<file path="src/rtl/tdc_pkg.sv">
// Shared constants, helpers and the result record for the carry-chain TDC tap encoder.
package tdc_pkg;

  localparam int TDC_TAPS   = 64;
  // Wide enough to hold the fine-time code of any practical chain length.
  localparam int RES_CODE_W = 16;

  function automatic int clog2(input int value);
    int r;
    int v;
    r = 0;
    v = value - 1;
    while (v > 0) begin
      r++;
      v = v >> 1;
    end
    return r;
  endfunction

  typedef struct packed {
    logic [RES_CODE_W-1:0] code;
    logic                  ovf;
    logic                  unf;
  } result_t;

  function automatic logic maj3(input logic a, input logic b, input logic c);
    return (a & b) | (a & c) | (b & c);
  endfunction

endpackage

</file>
<file path="src/rtl/tdc_popcount.sv">
// Two-half registered population count with all-ones / all-zeros flags.
module tdc_popcount
  import tdc_pkg::*;
#(
  parameter int WIDTH = 64
) (
  input  logic             clk,
  input  logic             rst_n,
  input  logic [WIDTH-1:0] bits_i,
  input  logic             valid_i,
  output logic             valid_o,
  output result_t          result_o
);

  localparam int HALF   = WIDTH / 2;
  localparam int PART_W = clog2(HALF + 1);

  logic [PART_W-1:0] lo_d, lo_q, hi_d, hi_q;
  logic              ovf_d, ovf_q, unf_d, unf_q;
  logic              valid_d, valid_q;

  always_comb begin
    lo_d = '0;
    hi_d = '0;
    for (int i = 0; i < HALF; i++) begin
      lo_d = lo_d + PART_W'(bits_i[i]);
      hi_d = hi_d + PART_W'(bits_i[HALF + i]);
    end
    ovf_d   = &bits_i;
    unf_d   = ~|bits_i;
    valid_d = valid_i;
  end

  always_ff @(posedge clk or negedge rst_n) begin
    if (!rst_n) begin
      lo_q    <= '0;
      hi_q    <= '0;
      ovf_q   <= 1'b0;
      unf_q   <= 1'b0;
      valid_q <= 1'b0;
    end else begin
      lo_q    <= lo_d;
      hi_q    <= hi_d;
      ovf_q   <= ovf_d;
      unf_q   <= unf_d;
      valid_q <= valid_d;
    end
  end

  // The final add happens combinationally here and is captured by the consumer.
  always_comb begin
    result_o      = '0;
    result_o.code = RES_CODE_W'(lo_q) + RES_CODE_W'(hi_q);
    result_o.ovf  = ovf_q;
    result_o.unf  = unf_q;
  end

  assign valid_o = valid_q;

endmodule

</file>
<file path="src/rtl/tdc_tap_encoder.sv">
// Carry-chain TDC tap encoder: two-flop sync, bubble filter, popcount, single-entry output buffer.
module tdc_tap_encoder
  import tdc_pkg::*;
#(
  parameter int TAPS   = TDC_TAPS,
  parameter int CODE_W = clog2(TAPS + 1),
  parameter int DROP_W = 8
) (
  input  logic              clk,
  input  logic              rst_n,
  input  logic [TAPS-1:0]   taps_i,
  input  logic              hit_i,
  input  logic              en_i,
  output logic [CODE_W-1:0] code_o,
  output logic              valid_o,
  input  logic              ready_i,
  output logic              ovf_o,
  output logic              unf_o,
  output logic [DROP_W-1:0] drop_cnt_o
);

  logic [TAPS-1:0]   s0_d, s0_q, s1_d, s1_q, b_d, b_q;
  logic              h0_d, h0_q, h1_d, h1_q, h2_d, h2_q;
  logic [TAPS+1:0]   s1_ext;
  logic              pc_valid;
  result_t           pc_res;
  logic [CODE_W-1:0] code_d, code_q;
  logic              ovf_d, ovf_q, unf_d, unf_q, valid_d, valid_q;
  logic [DROP_W-1:0] drop_d, drop_q;

  // Chain edge is assumed to enter below tap 0 and never reach past the last tap.
  always_comb begin
    s0_d   = taps_i;
    h0_d   = hit_i & en_i;
    s1_d   = s0_q;
    h1_d   = h0_q;
    h2_d   = h1_q;
    s1_ext = {1'b0, s1_q, 1'b1};
    b_d    = '0;
    for (int i = 0; i < TAPS; i++) begin
      b_d[i] = maj3(s1_ext[i], s1_ext[i+1], s1_ext[i+2]);
    end
  end

  always_ff @(posedge clk or negedge rst_n) begin
    if (!rst_n) begin
      s0_q <= '0;
      s1_q <= '0;
      b_q  <= '0;
      h0_q <= 1'b0;
      h1_q <= 1'b0;
      h2_q <= 1'b0;
    end else begin
      s0_q <= s0_d;
      s1_q <= s1_d;
      b_q  <= b_d;
      h0_q <= h0_d;
      h1_q <= h1_d;
      h2_q <= h2_d;
    end
  end

  tdc_popcount #(
    .WIDTH (TAPS)
  ) u_popcount (
    .clk      (clk),
    .rst_n    (rst_n),
    .bits_i   (b_q),
    .valid_i  (h2_q),
    .valid_o  (pc_valid),
    .result_o (pc_res)
  );

  // A result arriving at a full, stalled buffer is discarded and counted.
  always_comb begin
    code_d  = code_q;
    ovf_d   = ovf_q;
    unf_d   = unf_q;
    valid_d = valid_q;
    drop_d  = drop_q;
    if (pc_valid) begin
      if (!valid_q || ready_i) begin
        code_d  = CODE_W'(pc_res.code);
        ovf_d   = pc_res.ovf;
        unf_d   = pc_res.unf;
        valid_d = 1'b1;
      end else if (drop_q != {DROP_W{1'b1}}) begin
        drop_d = drop_q + 1'b1;
      end
    end else if (valid_q && ready_i) begin
      valid_d = 1'b0;
    end
  end

  always_ff @(posedge clk or negedge rst_n) begin
    if (!rst_n) begin
      code_q  <= '0;
      ovf_q   <= 1'b0;
      unf_q   <= 1'b0;
      valid_q <= 1'b0;
      drop_q  <= '0;
    end else begin
      code_q  <= code_d;
      ovf_q   <= ovf_d;
      unf_q   <= unf_d;
      valid_q <= valid_d;
      drop_q  <= drop_d;
    end
  end

  assign code_o     = code_q;
  assign ovf_o      = ovf_q & valid_q;
  assign unf_o      = unf_q & valid_q;
  assign valid_o    = valid_q;
  assign drop_cnt_o = drop_q;

endmodule

</file>
<file path="config.mk">
export PLATFORM = sky130hd
export DESIGN_NAME = tdc_tap_encoder
export DESIGN_NICKNAME = d
export VERILOG_FILES = /design/src/rtl/tdc_pkg.sv /design/src/rtl/tdc_popcount.sv /design/src/rtl/tdc_tap_encoder.sv
export SDC_FILE = /design/constraint.sdc
export NUM_CORES = 1
export LEC_CHECK = 0
export CAP_MARGIN = 20
export CORE_MARGIN = 2
export CORE_UTILIZATION = 25
export CTS_CLUSTER_SIZE = 25
export DETAILED_ROUTE_END_ITERATION = 8
export DONT_BUFFER_PORTS = 1
export PLACE_DENSITY_LB_ADDON = 0.2
export SYNTH_ARGS = -nofsm -noshare
export SYNTH_HDL_FRONTEND = slang
export SYNTH_HIERARCHICAL = 1
export SYNTH_SLANG_ARGS = --single-unit
export TNS_END_PERCENT = 50
</file>
<file path="constraint.sdc">
create_clock -name clk -period 8.4 [get_ports clk]
set_input_delay 1.26 -clock clk [delete_from_list [all_inputs] [get_ports clk]]
set_output_delay 1.26 -clock clk [all_outputs]
set_load 0.02 [all_outputs]
</file>
==> impl_metrics.env, run 1 <==
export IMPL_grt_pass1_wl_mm=27.37
export IMPL_gp_congestion=0.8568
export IMPL_syn_nets=720
export IMPL_final_hold_worst_slack_ns=0.3462
export IMPL_timing_reg2reg_setup_slack_ns=3.59
export IMPL_clkLatencyLatePin_ns=0.52
export IMPL_vdd_ir_drop_worst_mv=0.1847
export IMPL_ctsResizeCount=0
export IMPL_buffer_ports_inserted=0
export IMPL_viasPerCell=3.877
export IMPL_timing_final_max_slew_violations=0
export IMPL_slew_headroom_pct=58.51
export IMPL_place_hpwl_mm=12.30
export IMPL_cts_buffer_depth=3
export IMPL_layout_filler_cells=3497
export IMPL_min_period_over_period_pct=57.23
export IMPL_post_route_cells_drive_above_1_share_pct=9.919
export IMPL_initial_utilization_pct=25.23
export IMPL_drc_marker_count_from_the_first_detailed_route_iteration=119
export IMPL_via_count_of_the_first_global_routing_pass=5036
export IMPL_floorplan_io_pins=87
export IMPL_cts_buffers=25
export IMPL_fp_coreArea_sq_mm=0.03531
export IMPL_postCtsHoldBufs=0
export IMPL_clk_pin_slew_ns=0.06
export IMPL_ant_nets=0
export IMPL_pwr_density_cell_mw_per_mm2=368.8
export IMPL_yosysWarnings=6
export IMPL_tightest_slew_ns=0.6167
export IMPL_cts_root_buffer="sky130_fd_sc_hd__clkbuf_16"
export IMPL_min_path_type="flip-flop to flip-flop"
export IMPL_worst_endpoint_required_ns=8.84
export IMPL_timing_clock_skew_ns=0.006576
export IMPL_layout_area_overhead_vs_synth_pct=15.25
export IMPL_drt_wirelength_per_cell_um=15.50
export IMPL_row_count=69
export IMPL_drt_wl_total_mm=16.68
export IMPL_number_of_hold_violations_in_the_final_report=0
export IMPL_p_leak_nw=4.514
export IMPL_gr_usage_all_layers_pct=9.555
export IMPL_setup_worst_path_end_class="flip-flop"
export IMPL_route_vias_total=4172
export IMPL_timing_worst_setup_path_type="flip-flop to flip-flop"
export IMPL_max_clock_freq_mhz=208.0
export IMPL_setup_tns_ns=0
export IMPL_cts_tree="yes"
export IMPL_worst_setup_path_start_kind="flip-flop"
export IMPL_synth_cell_area_sq_mm=0.008910
export IMPL_post_route_min_period_ns=4.807
export IMPL_status="finished clean"
export IMPL_crit_path_max_fanout=3
export IMPL_nNetsFinal=744
export IMPL_cts_setup_buffers=0
export IMPL_post_synth_cell_area_avg_sq_um=15.50
export IMPL_cts_num_sinks=228
export IMPL_grt_overflow_total=0
export IMPL_syn_inst=575
export IMPL_worst_ep_arrival_time_ns=5.25
export IMPL_pin_count_of_the_biggest_net_entering_global_routing=229
export IMPL_grt_antenna_before_repair=0
export IMPL_drt_first_pass_iters=4
export IMPL_drc_errors_left=0
export IMPL_rsz_0062_raised_after_global_routing="false"
export IMPL_cts_htree_levels=1
export IMPL_antenna_diode_count=0
export IMPL_timing_final_setup_violations=0
export IMPL_die_area_sq_mm=0.03717
export IMPL_die_y_um=192.8
export IMPL_die_width_um=192.8
export IMPL_max_capacitance_violation_count=0
==> state kept, by name, indices dropped and copies added, names as in the netlist <==
name and count:
h0_q 1, drop_cnt_o 8, u_popcount/valid_o 1, code_o 7, u_popcount/ovf_q 1, u_popcount/unf_q 1, u_popcount/hi_q 6, unf_q 1
ovf_q 1, h2_q 1, s0_q 64, b_q 64, h1_q 1, valid_o 1, s1_q 64, u_popcount/lo_q 6
==> report_power, final <==
part | switching (W) | internal, W | total [W]
Clock | 0.000425 | 0.000640 | 0.00107
Sequential | 0.000114 | 0.00124 | 0.00135
Combinational | 0.000728 | 0.000643 | 0.00137
Total | 0.00127 | 0.00252 | 0.00379
==> routing by layer <==
metal	global-route usage, %	share of wire, %	vias up	wire length [um]
met3	1.928	4.5	33	744
li1	-	-	1938	-
met5	0	0	-	0
met4	4.022	3.2	0	536
met2	15.62	47	86	7779
met1	12.33	46	2115	7621
==> area by class of cell <==
class                           count  area [sq um]  share of cell area [%]
Multi-Input combinational cell    259          2859                   27.84
Clock buffer                       31         688.2                   6.702
Sequential cell                   228          5705                   55.56
Inverter                           85         319.1                   3.107
Clock inverter                     12         120.1                   1.170
Tap cell                          461         576.8                   5.617
==> cells in the final DEF (no fill, tap or decap), types with 2 or more instances in the layout <==
master / n
sky130_fd_sc_hd__dfrtp_1: 228
sky130_fd_sc_hd__inv_1: 85
sky130_fd_sc_hd__maj3_1: 62
sky130_fd_sc_hd__fa_1: 49
sky130_fd_sc_hd__ha_1: 27
sky130_fd_sc_hd__clkbuf_16: 25
sky130_fd_sc_hd__nand4_1: 19
sky130_fd_sc_hd__nor4_1: 12
sky130_fd_sc_hd__mux2_2: 10
sky130_fd_sc_hd__nand2_1: 8
sky130_fd_sc_hd__a21oi_1: 7
sky130_fd_sc_hd__xnor2_1: 7
sky130_fd_sc_hd__clkinv_2: 7
sky130_fd_sc_hd__xor2_1: 6
sky130_fd_sc_hd__o21ai_0: 5
sky130_fd_sc_hd__and2_1: 4
sky130_fd_sc_hd__nand2b_1: 4
sky130_fd_sc_hd__clkbuf_8: 4
sky130_fd_sc_hd__nor2_1: 3
sky130_fd_sc_hd__nor4_2: 3
sky130_fd_sc_hd__a21o_1: 3
sky130_fd_sc_hd__nor3_1: 2
sky130_fd_sc_hd__and4_1: 2
sky130_fd_sc_hd__nand3_1: 2
sky130_fd_sc_hd__a2111oi_4: 2
sky130_fd_sc_hd__nor3b_1: 2
sky130_fd_sc_hd__a211oi_1: 2
sky130_fd_sc_hd__bufinv_16: 2
sky130_fd_sc_hd__clkbuf_1: 2
sky130_fd_sc_hd__inv_6: 2
sky130_fd_sc_hd__nor4b_1: 2
sky130_fd_sc_hd__nor2b_1: 2
sky130_fd_sc_hd__o21a_1: 2
==> final timing paths <==
path	start	end	cells after the start
min	s0_q[22]	s1_q[22]	0
max reg2reg	b_q[2]	u_popcount/lo_q[4]	16
min in group asynchronous	rst_n	s0_q[62]	0
min reg2reg	s0_q[22]	s1_q[22]	0
max in group asynchronous	rst_n	u_popcount/lo_q[2]	0
max	b_q[2]	u_popcount/lo_q[4]	16
==> per-stage QoR <==
step / cells / total power [W] / cell area, sq um / util, % / setup WS (ns)
2_1_floorplan: 575 / 0.002431 / 8910 / - / 3.787
3_3_place_gp: 1033 / 0.002723 / 9460 / 26.79 / 3.657
3_5_place_dp: 1033 / 0.002776 / 9460 / 26.79 / 3.618
6_report: 1076 / 0.003787 / 10270 / 29.08 / 3.593
4_1_cts: 1076 / 0.003874 / 10270 / 29.08 / 3.587
5_1_grt: 1076 / 0.004148 / 10270 / 29.08 / 3.395
==> critical path, stage by stage (launching register included) <==
cell	delay (ns)
sky130_fd_sc_hd__dfrtp_1	0.42
sky130_fd_sc_hd__fa_1	0.56
sky130_fd_sc_hd__inv_1	0.06
sky130_fd_sc_hd__fa_1	0.53
sky130_fd_sc_hd__inv_1	0.05
sky130_fd_sc_hd__fa_1	0.53
sky130_fd_sc_hd__fa_1	0.44
sky130_fd_sc_hd__fa_1	0.51
sky130_fd_sc_hd__inv_1	0.05
sky130_fd_sc_hd__fa_1	0.49
sky130_fd_sc_hd__fa_1	0.19
sky130_fd_sc_hd__inv_1	0.06
sky130_fd_sc_hd__fa_1	0.40
sky130_fd_sc_hd__nand2_1	0.08
sky130_fd_sc_hd__nand2_1	0.05
sky130_fd_sc_hd__a21oi_1	0.16
sky130_fd_sc_hd__xnor2_1	0.13
No activity file was read; power rests on OpenSTA's default activity.
==> inputs of run 2 (changes only) <==
- clock period: 8.4 -> 4.8 ns (I/O delays scaled with it)
==> impl_metrics.env, run 2 (same netlist as run 1, synthesis figures left out) <==
export IMPL_power_share_sequential_pct=33.4
export IMPL_drc_errors_left=0
export IMPL_internal_power_w=0.004717
export IMPL_reg2regPathDepth=16
export IMPL_initial_utilization_pct=25.23
export IMPL_grt_antenna_before_repair=0
export IMPL_timing_clock_skew_ns=0.007105
export IMPL_min_path_type="primary input to async pin"
export IMPL_number_of_hold_violations_in_the_final_report=151
export IMPL_layout_cells_most_common_list="sky130_fd_sc_hd__dfrtp_1, sky130_fd_sc_hd__inv_1, sky130_fd_sc_hd__maj3_1, sky130_fd_sc_hd__fa_1, sky130_fd_sc_hd__ha_1"
export IMPL_min_period_over_period_pct=96.78
export IMPL_grt_overflow_total=0
export IMPL_gp_congestion=0.8520
export IMPL_viasPerCell=3.875
export IMPL_layout_cells_non_filler=1082
export IMPL_drc_marker_count_from_the_first_detailed_route_iteration=111
export IMPL_fraction_of_met1_tracks_used_by_global_routing_pct=12.29
export IMPL_drt_wirelength_per_cell_um=15.49
export IMPL_most_common_cell_after_layout_fill_and_taps_aside="sky130_fd_sc_hd__dfrtp_1"
export IMPL_sw_frac_of_total_pct=33.43
export IMPL_tightest_slew_ns=0.6627
export IMPL_drt_first_pass_iters=4
export IMPL_buffer_ports_inserted=0
export IMPL_rsz_0062_raised_after_global_routing="true"
export IMPL_clkLatencyLatePin_ns=0.54
export IMPL_setup_worst_path_end_class="flip-flop"
export IMPL_switchingPower_w=0.002369
export IMPL_drt_wl_total_mm=16.76
export IMPL_post_route_cells_drive_above_1_share_pct=12.72
export IMPL_fp_coreArea_sq_mm=0.03531
export IMPL_nNetsFinal=748
export IMPL_row_count=69
export IMPL_failing_checks="hold timing"
export IMPL_worst_setup_path_start_kind="flip-flop"
export IMPL_die_y_um=192.8
export IMPL_post_route_min_period_ns=4.645
export IMPL_timing_final_setup_violations=0
export IMPL_vdd_ir_drop_worst_mv=0.4118
export IMPL_slew_headroom_pct=55.82
export IMPL_dpl_worst_slack_ns=-0.002363
export IMPL_cts_root_buffer="sky130_fd_sc_hd__clkbuf_16"
export IMPL_route_vias_total=4193
export IMPL_grt_pass1_wl_mm=27.01
export IMPL_clk_pin_slew_ns=0.06
export IMPL_cts_num_sinks=228
export IMPL_antenna_diode_count=0
export IMPL_place_inst=1034
export IMPL_timing_worst_setup_path_type="flip-flop to flip-flop"
export IMPL_cts_tree="yes"
export IMPL_grt_util_met3_pct=2.037
export IMPL_timing_reg2reg_setup_slack_ns=0.15
export IMPL_path_buf_inv=4
export IMPL_combinational_share_of_power_pct=37.6
export IMPL_p_clk_share_pct=29.0
export IMPL_cts_buffer_depth=3
export IMPL_critical_path_cell_count=16
export IMPL_pwr_density_cell_mw_per_mm2=679.5
export IMPL_max_capacitance_violation_count=0
export IMPL_most_crowded_layer_after_global_routing="met2"
export IMPL_cts_htree_levels=1
export IMPL_gr_usage_all_layers_pct=9.474
export IMPL_cts_buffers=25
export IMPL_die_width_um=192.8
export IMPL_critical_path_top_delay_family="adder cells"
export IMPL_grtUsageMet2_pct=15.41
export IMPL_crit_path_max_fanout=3
export IMPL_via_count_of_the_first_global_routing_pass=4934
export IMPL_worst_endpoint_required_ns=5.27
export IMPL_worst_ep_arrival_time_ns=5.11
export IMPL_critPathSlowestCell="sky130_fd_sc_hd__fa_1"
export IMPL_pin_count_of_the_biggest_net_entering_global_routing=229
export IMPL_layout_filler_cells=3463
export IMPL_floorplan_io_pins=87
export IMPL_p_leak_nw=4.565
export IMPL_layout_area_overhead_vs_synth_pct=17.05
export IMPL_ant_nets=0
export IMPL_cells_along_the_critical_path="fa_1 -> inv_2 -> fa_1 -> inv_1 -> fa_1 -> fa_1 -> fa_1 -> inv_2 -> fa_1 -> fa_2 -> inv_2 -> fa_2 -> nand2_1 -> nand2_1 -> a21oi_2 -> xnor2_1"
export IMPL_status="complete, but fails checks"
export IMPL_critical_path_most_common_cell="sky130_fd_sc_hd__fa_1"
export IMPL_die_area_sq_mm=0.03717
export IMPL_cpPeakStageDelay_ns=0.56
export IMPL_reg_top3="b_q (64), s0_q (64), s1_q (64)"
export IMPL_timing_final_max_slew_violations=0
export IMPL_final_critical_path_setup_slack_ns=0.1547
export IMPL_max_clock_freq_mhz=215.3
export IMPL_place_hpwl_mm=12.27
export IMPL_final_hold_worst_slack_ns=-0.1198
==> run 2: cell types whose count changed in the layout (fill, tap and decap cells not counted), moves of 2 or more <==
cell,delta
sky130_fd_sc_hd__inv_1,-5
sky130_fd_sc_hd__inv_2,+5
sky130_fd_sc_hd__buf_4,+4
sky130_fd_sc_hd__clkinv_2,-4
sky130_fd_sc_hd__a21oi_1,-3
sky130_fd_sc_hd__a21oi_2,+3
sky130_fd_sc_hd__bufinv_16,+3
sky130_fd_sc_hd__fa_1,-3
sky130_fd_sc_hd__fa_2,+3
sky130_fd_sc_hd__inv_6,+2
==> run 2: cell type report <==
| cell class | instances | area (sq um) | area share (%) |
|---|---|---|---|
| clock buffers | 31 | 678.2 | 6.503 |
| clock inverters | 14 | 227.7 | 2.184 |
| inverters | 85 | 319.1 | 3.059 |
| multi-input cells | 259 | 2890 | 27.71 |
| flip-flops and latches | 228 | 5707 | 54.72 |
| well taps | 461 | 576.8 | 5.531 |
| repair buffers | 4 | 30.03 | 0.2879 |
==> run 2: what timing repair did <==
item                                   CTS  global route
setup endpoints to repair                2             5
endpoints found under the hold margin  228           228
gates resized for setup                  4            11
setup buffers                            1             2
pin swaps                                0            16
==> run 2: final timing paths <==
kind                                      endpoint       from
min in group clk                           s0_q[7]  taps_i[7]
worst max-delay path            u_popcount/lo_q[4]     b_q[3]
worst min-delay path                       b_q[57]      rst_n
max in group asynchronous                code_o[5]      rst_n
worst max register to register  u_popcount/lo_q[4]     b_q[3]
worst min register to register            s1_q[55]   s0_q[55]
==> run 2: power groups by stage <==
stage | clock [W] | combinational (W) | sequential, W
after floorplan | 0 | 0.00191 | 0.00234
after global placement | 0 | 0.00237 | 0.00240
after detailed placement | 0 | 0.00244 | 0.00241
after CTS | 0.00214 | 0.00251 | 0.00237
after global routing | 0.00223 | 0.00311 | 0.00239
final | 0.00206 | 0.00267 | 0.00236
==> run 2: metrics by stage <==
stage                     area (sq um)  total power, W  setup TNS [ns]  utilization (%)
final                            10430        0.007086               0            29.53
after global routing             10430        0.007731        -0.06193            29.53
after CTS                        10390        0.007018               0            29.43
after detailed placement          9468        0.004846       -0.004425            26.81
after global placement            9468        0.004767               0            26.81
after floorplan                   8910        0.004254               0                -
==> run 2: metal layers <==
layer,vias to the layer above,part of all wire [%]
met2,78,48
li1,1949,-
met4,0,3.5
met5,-,0
met3,33,4.0
met1,2133,45
